**config.mk**
```make
export PLATFORM = sky130hd
export DESIGN_NAME = sop_sweep_ctrl
export DESIGN_NICKNAME = d
export VERILOG_FILES = /design/src/rtl/sop_sweep_ctrl.sv
export SDC_FILE = /design/constraint.sdc
export NUM_CORES = 1
export LEC_CHECK = 0
export CORE_MARGIN = 8
export CORE_UTILIZATION = 51
export DETAILED_ROUTE_END_ITERATION = 10
export PLACE_DENSITY = 0.84
export SLEW_MARGIN = 20
export SYNTH_ARGS = -nofsm -noshare
export SYNTH_HDL_FRONTEND = slang
export SYNTH_SLANG_ARGS = --single-unit
```
**constraint.sdc**
```tcl
create_clock -name clk -period 5.28 [get_ports clk]
set_input_delay 0.528 -clock clk [delete_from_list [all_inputs] [get_ports clk]]
set_output_delay 0.528 -clock clk [all_outputs]
set_load 0.005 [all_outputs]
```
**src/rtl/sop_sweep_ctrl.sv**
```systemverilog
// Sweeps a 4-input function through all 16 minterms and captures its truth table.
// Optional comparator against an expected table: define SOP_SWEEP_COMPARE_EN.
module sop_sweep_ctrl #(
    parameter int unsigned SETTLE_CYCLES = 1
) (
    input  logic        clk,
    input  logic        rst_n,
    input  logic        start,
    input  logic        abort,
    input  logic        s_in,
    input  logic [15:0] expected,
    output logic        x,
    output logic        y,
    output logic        w,
    output logic        z,
    output logic        busy,
    output logic        done,
    output logic [15:0] tt,
    output logic        match,
    output logic [3:0]  fail_idx
);

    typedef enum logic [1:0] {
        IDLE,
        SETTLE,
        SAMPLE,
        DONE
    } state_t;

    localparam logic [3:0] CNT_LAST = 4'(SETTLE_CYCLES - 1);

    state_t      state_q, state_d;
    logic [3:0]  idx_q, idx_d;
    logic [3:0]  cnt_q, cnt_d;
    logic [15:0] tt_q, tt_d;
    logic        match_q, match_d;
    logic [3:0]  fail_q, fail_d;

    logic [15:0] tt_cap;
    logic        cmp_match;
    logic [3:0]  cmp_idx;
    logic [3:0]  vec;

    // Table as it will look once the current minterm is captured; the
    // comparator looks at this so match/fail_idx land together with DONE.
    always_comb begin
        tt_cap         = tt_q;
        tt_cap[idx_q]  = s_in;
    end

`ifdef SOP_SWEEP_COMPARE_EN
    logic [15:0] diff;

    always_comb begin
        diff      = tt_cap ^ expected;
        cmp_match = (diff == '0);
        cmp_idx   = '0;
        for (int unsigned i = 16; i > 0; i--) begin
            if (diff[i-1]) begin
                cmp_idx = 4'(i - 1);
            end
        end
    end
`else
    logic unused_expected;

    assign unused_expected = ^expected;
    assign cmp_match       = 1'b0;
    assign cmp_idx         = '0;
`endif

    always_comb begin
        state_d = state_q;
        idx_d   = idx_q;
        cnt_d   = cnt_q;
        tt_d    = tt_q;
        match_d = match_q;
        fail_d  = fail_q;
        busy    = 1'b0;
        done    = 1'b0;
        vec     = '0;

        case (state_q)
            IDLE: begin
                if (start && !abort) begin
                    idx_d   = '0;
                    cnt_d   = '0;
                    tt_d    = '0;
                    match_d = 1'b0;
                    fail_d  = '0;
                    state_d = SETTLE;
                end
            end
            SETTLE: begin
                busy = 1'b1;
                vec  = idx_q;
                if (abort) begin
                    state_d = IDLE;
                end else if (cnt_q == CNT_LAST) begin
                    state_d = SAMPLE;
                end else begin
                    cnt_d = cnt_q + 4'd1;
                end
            end
            SAMPLE: begin
                busy = 1'b1;
                vec  = idx_q;
                if (abort) begin
                    state_d = IDLE;
                end else begin
                    tt_d = tt_cap;
                    if (idx_q == 4'd15) begin
                        match_d = cmp_match;
                        fail_d  = cmp_idx;
                        state_d = DONE;
                    end else begin
                        idx_d   = idx_q + 4'd1;
                        cnt_d   = '0;
                        state_d = SETTLE;
                    end
                end
            end
            DONE: begin
                busy    = 1'b1;
                done    = 1'b1;
                state_d = IDLE;
            end
            default: begin
                state_d = IDLE;
            end
        endcase
    end

    always_ff @(posedge clk or negedge rst_n) begin
        if (!rst_n) begin
            state_q <= IDLE;
            idx_q   <= '0;
            cnt_q   <= '0;
            tt_q    <= '0;
            match_q <= 1'b0;
            fail_q  <= '0;
        end else begin
            state_q <= state_d;
            idx_q   <= idx_d;
            cnt_q   <= cnt_d;
            tt_q    <= tt_d;
            match_q <= match_d;
            fail_q  <= fail_d;
        end
    end

    assign {x, y, w, z} = vec;
    assign tt           = tt_q;
    assign match        = match_q;
    assign fail_idx     = fail_q;

endmodule

```
Yosys cells after proc, flatten, opt, wreduce, memory -nomap -nowiden
Index checks and enable logic that the tools add are counted.
- add/sub/neg operators: 2
- order comparisons: 2
- equal/unequal tests: 11
- mux-type cells: 31
- reduce and logical (&&, ||, !) cells: 14
- operators with widths (operator ; number):
    $mux W4 ; 10
    $mux W16 ; 2
    $pmux W16 S2 ; 1
    $bwmux W16 ; 1
    $pmux W4 S2 ; 2
    $ne A2 B2 Y1 const B ; 6
    $pmux W4 S3 ; 1
    $mux W2 ; 5
    $add A4 B1 Y4 const B ; 2
    $pmux W2 S4 ; 1
    $reduce_and A4 Y1 ; 2
    $mux W1 ; 6
    $reduce_and A6 Y1 ; 1
    $lt A4 B5 Y1 const B ; 1
    $demux W1 S4 ; 1
    $eq A2 B2 Y1 const B ; 2
    $eq A4 B4 Y1 const B ; 1
    $ge A4 B1 Y1 const B ; 1
    $logic_not A4 Y1 ; 1
    $ne A3 B3 Y1 const B ; 1
    $reduce_and A3 Y1 ; 1
    $reduce_bool A3 Y1 ; 1
    $reduce_or A3 Y1 ; 1
    $eq A2 B1 Y1 const B ; 1
    7 further kinds ; 8
- flip-flop bits (word level): 31
- output and inout port bits: 27
- logic and storage cells: 66

Logic depth before layout (Yosys ltp)
Gate-level depths: netlist of run 1.
- depth in word-level cells: 7
- mapped depth: 8
- gate-level depth less buffers: 6

Worst setup path after synthesis of run 1
OpenSTA, ideal clock, no wires.
- path kind: register to register
- start: register state_q[0]
- end: register tt_q[7] (netlist: tt[7])
- arrival: 1777 ps
- setup slack: 3425 ps
- stages on the path, launching flop included: 8
- buffers on the path: 1
- clock period less this slack: 1855 ps
- cell sequence: dfrtp_1 -> inv_1 -> ha_1 -> buf_4 -> inv_4 -> or4b_4 -> nor3b_4 -> o2bb2ai_1
- word-level cells in the longest chain between the ends: 3
- elaborated cells on any way between the ends: 7
- classes of those cells: 3 x eq/ne; 1 x mux; 3 x reduce/logical
- ends and longest elaborated chain (what ; line ; source):
    start: declaration ; 32 ; state_t state_q, state_d;
    start signal: assignment ; 143 ; state_q <= state_d;
    $eq A2 B2 Y1 / $logic_not A2 Y1 (equally long branches) ; 83 ; case (state_q)
    $ne A2 B2 Y1 (no line) / $reduce_bool A2 Y1 (equally long branches) ; n/a ;
    $reduce_and A3 Y1 (no line) ; n/a ;
    end signal: assignment ; 146 ; tt_q <= tt_d;
    end: declaration ; 35 ; logic [15:0] tt_q, tt_d;
Several ways; a longest one is shown, not always the timed one.
A chain may end at the register's enable or synchronous reset.

Final worst setup path of run 1
- start: register state_q[1]
- end: output port y
- word-level cells in the longest chain between the ends: 3
- elaborated cells on any way between the ends: 4
- classes of those cells: 2 x eq/ne; 1 x mux; 1 x reduce/logical
- ends and longest elaborated chain (what ; line ; source):
    $eq A2 B2 Y1 / $eq A2 B1 Y1 (equally long branches) ; 83 ;
    $reduce_or A2 Y1 (no line) (*) ; n/a ;
    $mux W4 (*) ; 83 ;
    end: declaration ; 13 ; output logic y,
Every way passes the cells marked *; elsewhere a longest branch is shown, timed or not.

==> parameters.txt, run 1 <==
Parameter                              Value

Yosys
  Proportion of synthesized chip area in sequential cells    0.395
  Mean instance size in the synthesized netlist    a little under 10 um2
  Synth top cells by count    sky130_fd_sc_hd__dfrtp_1 (26), sky130_fd_sc_hd__o21ai_0 (16), sky130_fd_sc_hd__a21oi_1 (14)
  Dominant cell by count in the synthesized netlist    sky130_fd_sc_hd__dfrtp_1
  Area share of the leading cell type in the synthesized netlist    0.395
  Post-Synthesis Cells    170
  Number of warnings issued by yosys    0
  Post-synth EDFFs    0
  Cell types occupying the most area after synthesis    sky130_fd_sc_hd__dfrtp_1 (39%), sky130_fd_sc_hd__ha_1 (9.1%), sky130_fd_sc_hd__o21ai_0 (4.9%)
  Leading area contributor after synthesis    sky130_fd_sc_hd__dfrtp_1
  Yosys cell types    between 40 and 50
  Synthesized flop and latch total    26
  Async set-reset flop share out of synthesis    1.00
  Dominant register cell in the synthesized netlist    sky130_fd_sc_hd__dfrtp_1
  Cell area after technology mapping    between 1500 and 2000 um2

Timing
  Final worst slack    around 2.8 ns
  Clock tree skew after final layout    approximately 0.0050 ns
  Setup TNS    0 ns
  Final hold slack    approximately 0.17 ns
  Timing-limited maximum frequency    between 400 and 500 MHz
  Number of failing setup endpoints in the final timing report    0
  Setup repair after global routing missed its margin    no
  Final clock period utilization by the worst path    0.464
  Tightest slew margin relative to the limit    0.614
  Shortest period the worst path allows    2.45 ns
  Number of hold-slack violations in the final timing report    0
  Worst Tran Pin Value    between 0.5 and 0.6 ns
  Max-slew violation total from the final report    0

Clock network
  Latest clock arrival within the worst-skew pair    ~0.33 ns
  Maximum level of the CTS H-tree    1
  Number of gates given a new drive strength after cts    0
  Sink Count    26
  Buffers inserted during post-CTS setup optimization    0
  Clk pin slew, worst setup/hold paths    approximately 0.15 ns
  Number of buffers on the longest clock path    2
  CTS tree    yes
  CTS Buf Count    3
  Clock root buffer    sky130_fd_sc_hd__clkbuf_4
  Hold buffers post-CTS    0

Pwr
  IR drop worst, VDD    about 0.25 mV
  Static Leakage    ~0.9 nW
  Power density over the cells    ~350 nW/um2

Floorplanning
  Cell row count    20
  Y dimension of the die    72.8 um
  Overall die width    around 73 um
  Die Footprint    5310 um2
  Initial core utilization    0.540
  Core Box Area    between 3000 and 4000 um2
  Ports placed on the boundary    48

Detailed routing
  DRT iter0 DRCs    50
  Vias per std cell    between 5 and 6
  Pre-Repair DR Iteration Count    4
  Post-detailed-route wirelength per cell    ~15 um
  Number of nets with antenna violations after routing    0
  Drt drc    0
  Total length of routed wires    about 3600 um
  Number of vias after detailed routing    around 1300

Critical path
  Startpoint types    flop
  Source of the worst register-to-register timing path    state_q[0]
  CP endpoint kind    output pin
  Reg-to-reg slack, setup    ~3.0 ns
  Critical path data arrival time    ~1.9 ns
  Crit path max fanout    5
  Data required, critical path    about 4.8 ns
  R2R Path End    tt[7]
  Critical path class    reg2out
  FF-to-FF path depth    6

Outcome
  Status    finished, final reports clean

Global route
  Overall track demand over capacity in global routing    0.144
  Overflow left after global routing    0
  Wire length of the first global-routing pass    6240 um
  Antenna violations before repair    0
  Vias in the first global route    1285
  Largest net degree at the start of global routing    27

Placement
  Post-DP HPWL    2660 um
  Worst-case setup slack after placement    between 3 and 4 ns
  Number of buffers added on ports    26
  Routability Congestion    0.833

Cells and area
  Antenna diode instance count    0
  Growth of design area from synthesis to finish    18.3%
  Post-layout net count    between 200 and 250
  Count of fill cells added during filler insertion    roughly 270
  Fraction of final layout cells with drive strength greater than 1    0.0938

Worst hold path
  Path category of the worst min-delay check    in2async

Run
  # Max-Cap Violations    0
-- kinds of logic (layout without fill, tap and decap cells) --
family / Yosys count / in the layout / share of synthesized area
buf+inv: 25 / 43 / 0.0774
other cells: 1 / 5 / 0.00228
mux: 4 / 4 / 0.0243
fa+ha+maj: 12 / 12 / 0.0911
flops: 26 / 26 / 0.395
simple gates: 46 / 46 / 0.180
compound gates: 56 / 56 / 0.230
-- area by class of cell --
cell class	instances	area, um2	share of cell area
multi-input cells	123	885	0.454
flip-flops and latches	26	651	0.334
repair buffers	26	255	0.131
well taps	44	55.1	0.0282
inverters	13	51.3	0.0263
clock inverters	1	30.0	0.0154
clock buffers	3	22.5	0.0116
-- sequential cells by signal, summed over array words and instances (netlist names) --
name and count:
cnt_q 4, idx_q 4, state_q 2, tt 16
-- cell usage in the layout, fill, tap and decap left out, types with 3 or more instances in the layout --
| cell | Yosys | final |
|---|---|---|
| sky130_fd_sc_hd__a21bo_1 | 3 | 3 |
| sky130_fd_sc_hd__a21bo_2 | 3 | 3 |
| sky130_fd_sc_hd__a21oi_1 | 14 | 14 |
| sky130_fd_sc_hd__a22o_1 | 6 | 6 |
| sky130_fd_sc_hd__and2_1 | 7 | 7 |
| sky130_fd_sc_hd__and3_1 | 3 | 3 |
| sky130_fd_sc_hd__clkbuf_4 | 0 | 3 |
| sky130_fd_sc_hd__clkdlybuf4s50_1 | 0 | 25 |
| sky130_fd_sc_hd__conb_1 | 1 | 5 |
| sky130_fd_sc_hd__dfrtp_1 | 26 | 26 |
| sky130_fd_sc_hd__ha_1 | 12 | 12 |
| sky130_fd_sc_hd__inv_1 | 12 | 12 |
| sky130_fd_sc_hd__mux2i_1 | 4 | 4 |
| sky130_fd_sc_hd__nand2_1 | 8 | 8 |
| sky130_fd_sc_hd__nand3_1 | 3 | 3 |
| sky130_fd_sc_hd__nor2_1 | 7 | 7 |
| sky130_fd_sc_hd__nor2b_1 | 3 | 3 |
| sky130_fd_sc_hd__o21ai_0 | 16 | 16 |
| sky130_fd_sc_hd__o2bb2ai_1 | 4 | 4 |
-- critical path: stages (launching register included) --
cell and delay [ns]:
sky130_fd_sc_hd__dfrtp_1 0.43, sky130_fd_sc_hd__inv_1 0.12, sky130_fd_sc_hd__ha_1 0.38, sky130_fd_sc_hd__and2_1 0.16, sky130_fd_sc_hd__clkdlybuf4s50_1 0.50
-- worst max-delay path by stage --
stage / from / to / cells past startpoint
after floorplan: state_q[0] / tt[7] / 7
after global placement: abort / tt[7] / 4
after detailed placement: abort / cnt_q[2] / 4
after CTS: state_q[1] / y / 4
after global routing: state_q[1] / y / 4
final: state_q[1] / y / 4
-- through the flow --
stage,util,power (mW),instance area (um2),instances
floorplan,-,0.466,1660,174
global placement,0.623,0.540,1900,232
detailed placement,0.621,0.554,1900,232
CTS,0.639,0.693,1950,236
global route,0.639,0.740,1950,236
finish,0.639,0.691,1950,236
-- report_power, final --
group	internal [mW]	total (mW)	switching, mW
registers	0.220	0.242	0.0218
clock network	0.0768	0.139	0.0620
logic	0.128	0.310	0.182
total	0.425	0.691	0.266
-- routing by layer --
layer,wire [um],vias to the layer above,GRT usage
li1,-,636,-
met1,1630,627,0.183
met2,1640,36,0.229
met3,256,7,0.0357
met4,57,0,0.0511
met5,0,-,0
No activity file was read; power rests on OpenSTA's default activity.
==> inputs of run 2 (changes only) <==
--- a/config.mk
+++ b/config.mk
@@ -6,9 +6,9 @@
 export NUM_CORES = 1
 export LEC_CHECK = 0
 export CORE_MARGIN = 8
-export CORE_UTILIZATION = 51
+export CORE_UTILIZATION = 47
 export DETAILED_ROUTE_END_ITERATION = 10
-export PLACE_DENSITY = 0.84
+export PLACE_DENSITY = 0.78
 export SLEW_MARGIN = 20
 export SYNTH_ARGS = -nofsm -noshare
 export SYNTH_HDL_FRONTEND = slang
==> constraint.sdc (replaced) <==
create_clock -name clk -period 2.45 [get_ports clk]
set_input_delay 0.245 -clock clk [delete_from_list [all_inputs] [get_ports clk]]
set_output_delay 0.245 -clock clk [all_outputs]
set_load 0.005 [all_outputs]
==> parameters.txt, run 2 (synthesis gave the netlist of run 1 again) <==
Parameter                              Value

Global route
  Antenna violations before repair    0
  Vias in the first global route    approximately 1400
  Wire length of the first global-routing pass    roughly 6200 um
  Overall track demand over capacity in global routing    0.138
  Largest net degree at the start of global routing    27
  Overflow left after global routing    0

Pwr
  Portion of total power attributed to sequential cells    0.368
  Internal power component    853 uW
  Part of the total power dissipated in combinational logic    0.480
  Power density over the cells    slightly above 700 nW/um2
  Static Leakage    slightly above 0.9 nW
  Post-layout power    about 1.4 mW
  Total net switching power    about 570 uW
  IR drop worst, VDD    around 0.36 mV
  Switching Share    0.401
  Clock power share    0.153

Detailed routing
  Pre-Repair DR Iteration Count    4
  Vias per std cell    between 5 and 6
  Drt drc    0
  Post-detailed-route wirelength per cell    between 15 and 20 um
  DRT iter0 DRCs    37
  Total length of routed wires    3690 um
  Number of nets with antenna violations after routing    0
  Number of vias after detailed routing    1334

Floorplanning
  Y dimension of the die    around 75 um
  Die Footprint    roughly 5700 um2
  Cell row count    21
  Initial core utilization    0.490
  Core Box Area    ~3400 um2
  Overall die width    75.2 um
  Ports placed on the boundary    48

Critical path
  Capture point of the critical path    cnt_q[2]
  Data required, critical path    between 2 and 3 ns
  Critical path class    reg2reg
  Reg-to-reg slack, setup    0.34 ns
  Worst setup path startpoint    state_q[0]
  FF-to-FF path depth    6
  Crit path max fanout    6
  Critical path data arrival time    approximately 2.3 ns
  R2R Path End    cnt_q[2]
  CP endpoint kind    flop
  Source of the worst register-to-register timing path    state_q[0]
  Startpoint types    flop

Cells and area
  Fraction of final layout cells with drive strength greater than 1    0.107
  Antenna diode instance count    0
  Flip-flop count of the largest register after layout    16
  Count of fill cells added during filler insertion    303
  Growth of design area from synthesis to finish    19.6%
  Non-filler instance count after layout    about 240
  Post-layout net count    230
  Most frequent cells in the layout    sky130_fd_sc_hd__dfrtp_1 (26), sky130_fd_sc_hd__clkdlybuf4s50_1 (26), sky130_fd_sc_hd__o21ai_0 (16), sky130_fd_sc_hd__a21oi_1 (14)

Timing
  Shortest period the worst path allows    2.11 ns
  Tightest slew margin relative to the limit    0.665
  Setup repair after global routing missed its margin    no
  Setup TNS    0 ns
  Number of failing setup endpoints in the final timing report    0
  Number of hold-slack violations in the final timing report    0
  Timing-limited maximum frequency    474 MHz
  Max-slew violation total from the final report    0
  Final clock period utilization by the worst path    0.862
  Clock tree skew after final layout    ~0.0043 ns
  Worst Tran Pin Value    0.499 ns

Placement
  Number of buffers added on ports    26
  Post-DP HPWL    around 2800 um
  Routability Congestion    0.791
  Instance count after placement with tap cells included    between 200 and 250

Clock network
  Buffers inserted during post-CTS setup optimization    0
  CTS Buf Count    3
  Clk pin slew, worst setup/hold paths    between 0.1 and 0.15 ns
  Number of gates given a new drive strength after cts    0
  Clock root buffer    sky130_fd_sc_hd__clkbuf_4
  Latest clock arrival within the worst-skew pair    approximately 0.32 ns
  Maximum level of the CTS H-tree    1
  Number of buffers on the longest clock path    2
  CTS tree    yes
  Sink Count    26
  Hold buffers post-CTS    0

Run
  # Max-Cap Violations    0

Outcome
  Status    finished, final reports clean

Worst hold path
  Path category of the worst min-delay check    in2async
## run 2: changes by cell type in the layout (fill, tap and decap cells not counted), sizes merged
cell,delta
buf,+3
bufinv,-1
clkbuf,+1
clkdlybuf4s50,+1
## run 2: worst min path at each step
stage | from | endpoint
3_5_place_dp | tt[8] | tt[8]
3_3_place_gp | tt[8] | tt[8]
4_1_cts | rst_n | idx_q[1]
6_report | rst_n | idx_q[1]
5_1_grt | rst_n | idx_q[1]
2_1_floorplan | rst_n | cnt_q[0]
## run 2: routing by layer
metal,GRT usage,wire length [um],vias to the layer above
li1,-,-,643
met1,0.169,1620,638
met2,0.230,1790,45
met3,0.0213,210,8
met4,0.0618,73,0
met5,0,0,-
## run 2: stage by stage
step | instance area (um2) | util | hold slack [ns] | worst slack [ns]
global route | 1970 | 0.586 | 0.307 | 0.216
global placement | 1930 | 0.575 | 0.488 | 0.415
floorplan | 1660 | - | -0.0506 | 0.595
finish | 1970 | 0.586 | 0.284 | 0.338
detailed placement | 1930 | 0.575 | 0.492 | 0.340
CTS | 1970 | 0.586 | 0.294 | 0.321
## run 2: layout make-up
type / instances / area (um2) / area share
flip-flops and latches: 26 / 651 / 0.330
multi-input cells: 123 / 885 / 0.449
inverters: 13 / 51.3 / 0.0260
repair buffers: 30 / 290 / 0.147
clock buffers: 4 / 36.3 / 0.0184
well taps: 46 / 57.6 / 0.0292
## run 2: critical path, stage by stage, from the launching register on
cell and delay (ns):
sky130_fd_sc_hd__dfrtp_1 0.43, sky130_fd_sc_hd__inv_1 0.11, sky130_fd_sc_hd__ha_1 0.28, sky130_fd_sc_hd__nor2b_1 0.19, sky130_fd_sc_hd__nor3_1 0.44, sky130_fd_sc_hd__o21ai_2 0.19, sky130_fd_sc_hd__a221o_1 0.37
## run 2: power by group through the flow
stage | logic, mW | clock network [mW] | registers (mW)
detailed placement | 0.682 | 0 | 0.531
global route | 0.761 | 0.243 | 0.530
floorplan | 0.486 | 0 | 0.518
finish | 0.682 | 0.217 | 0.523
CTS | 0.683 | 0.223 | 0.523
global placement | 0.647 | 0 | 0.525
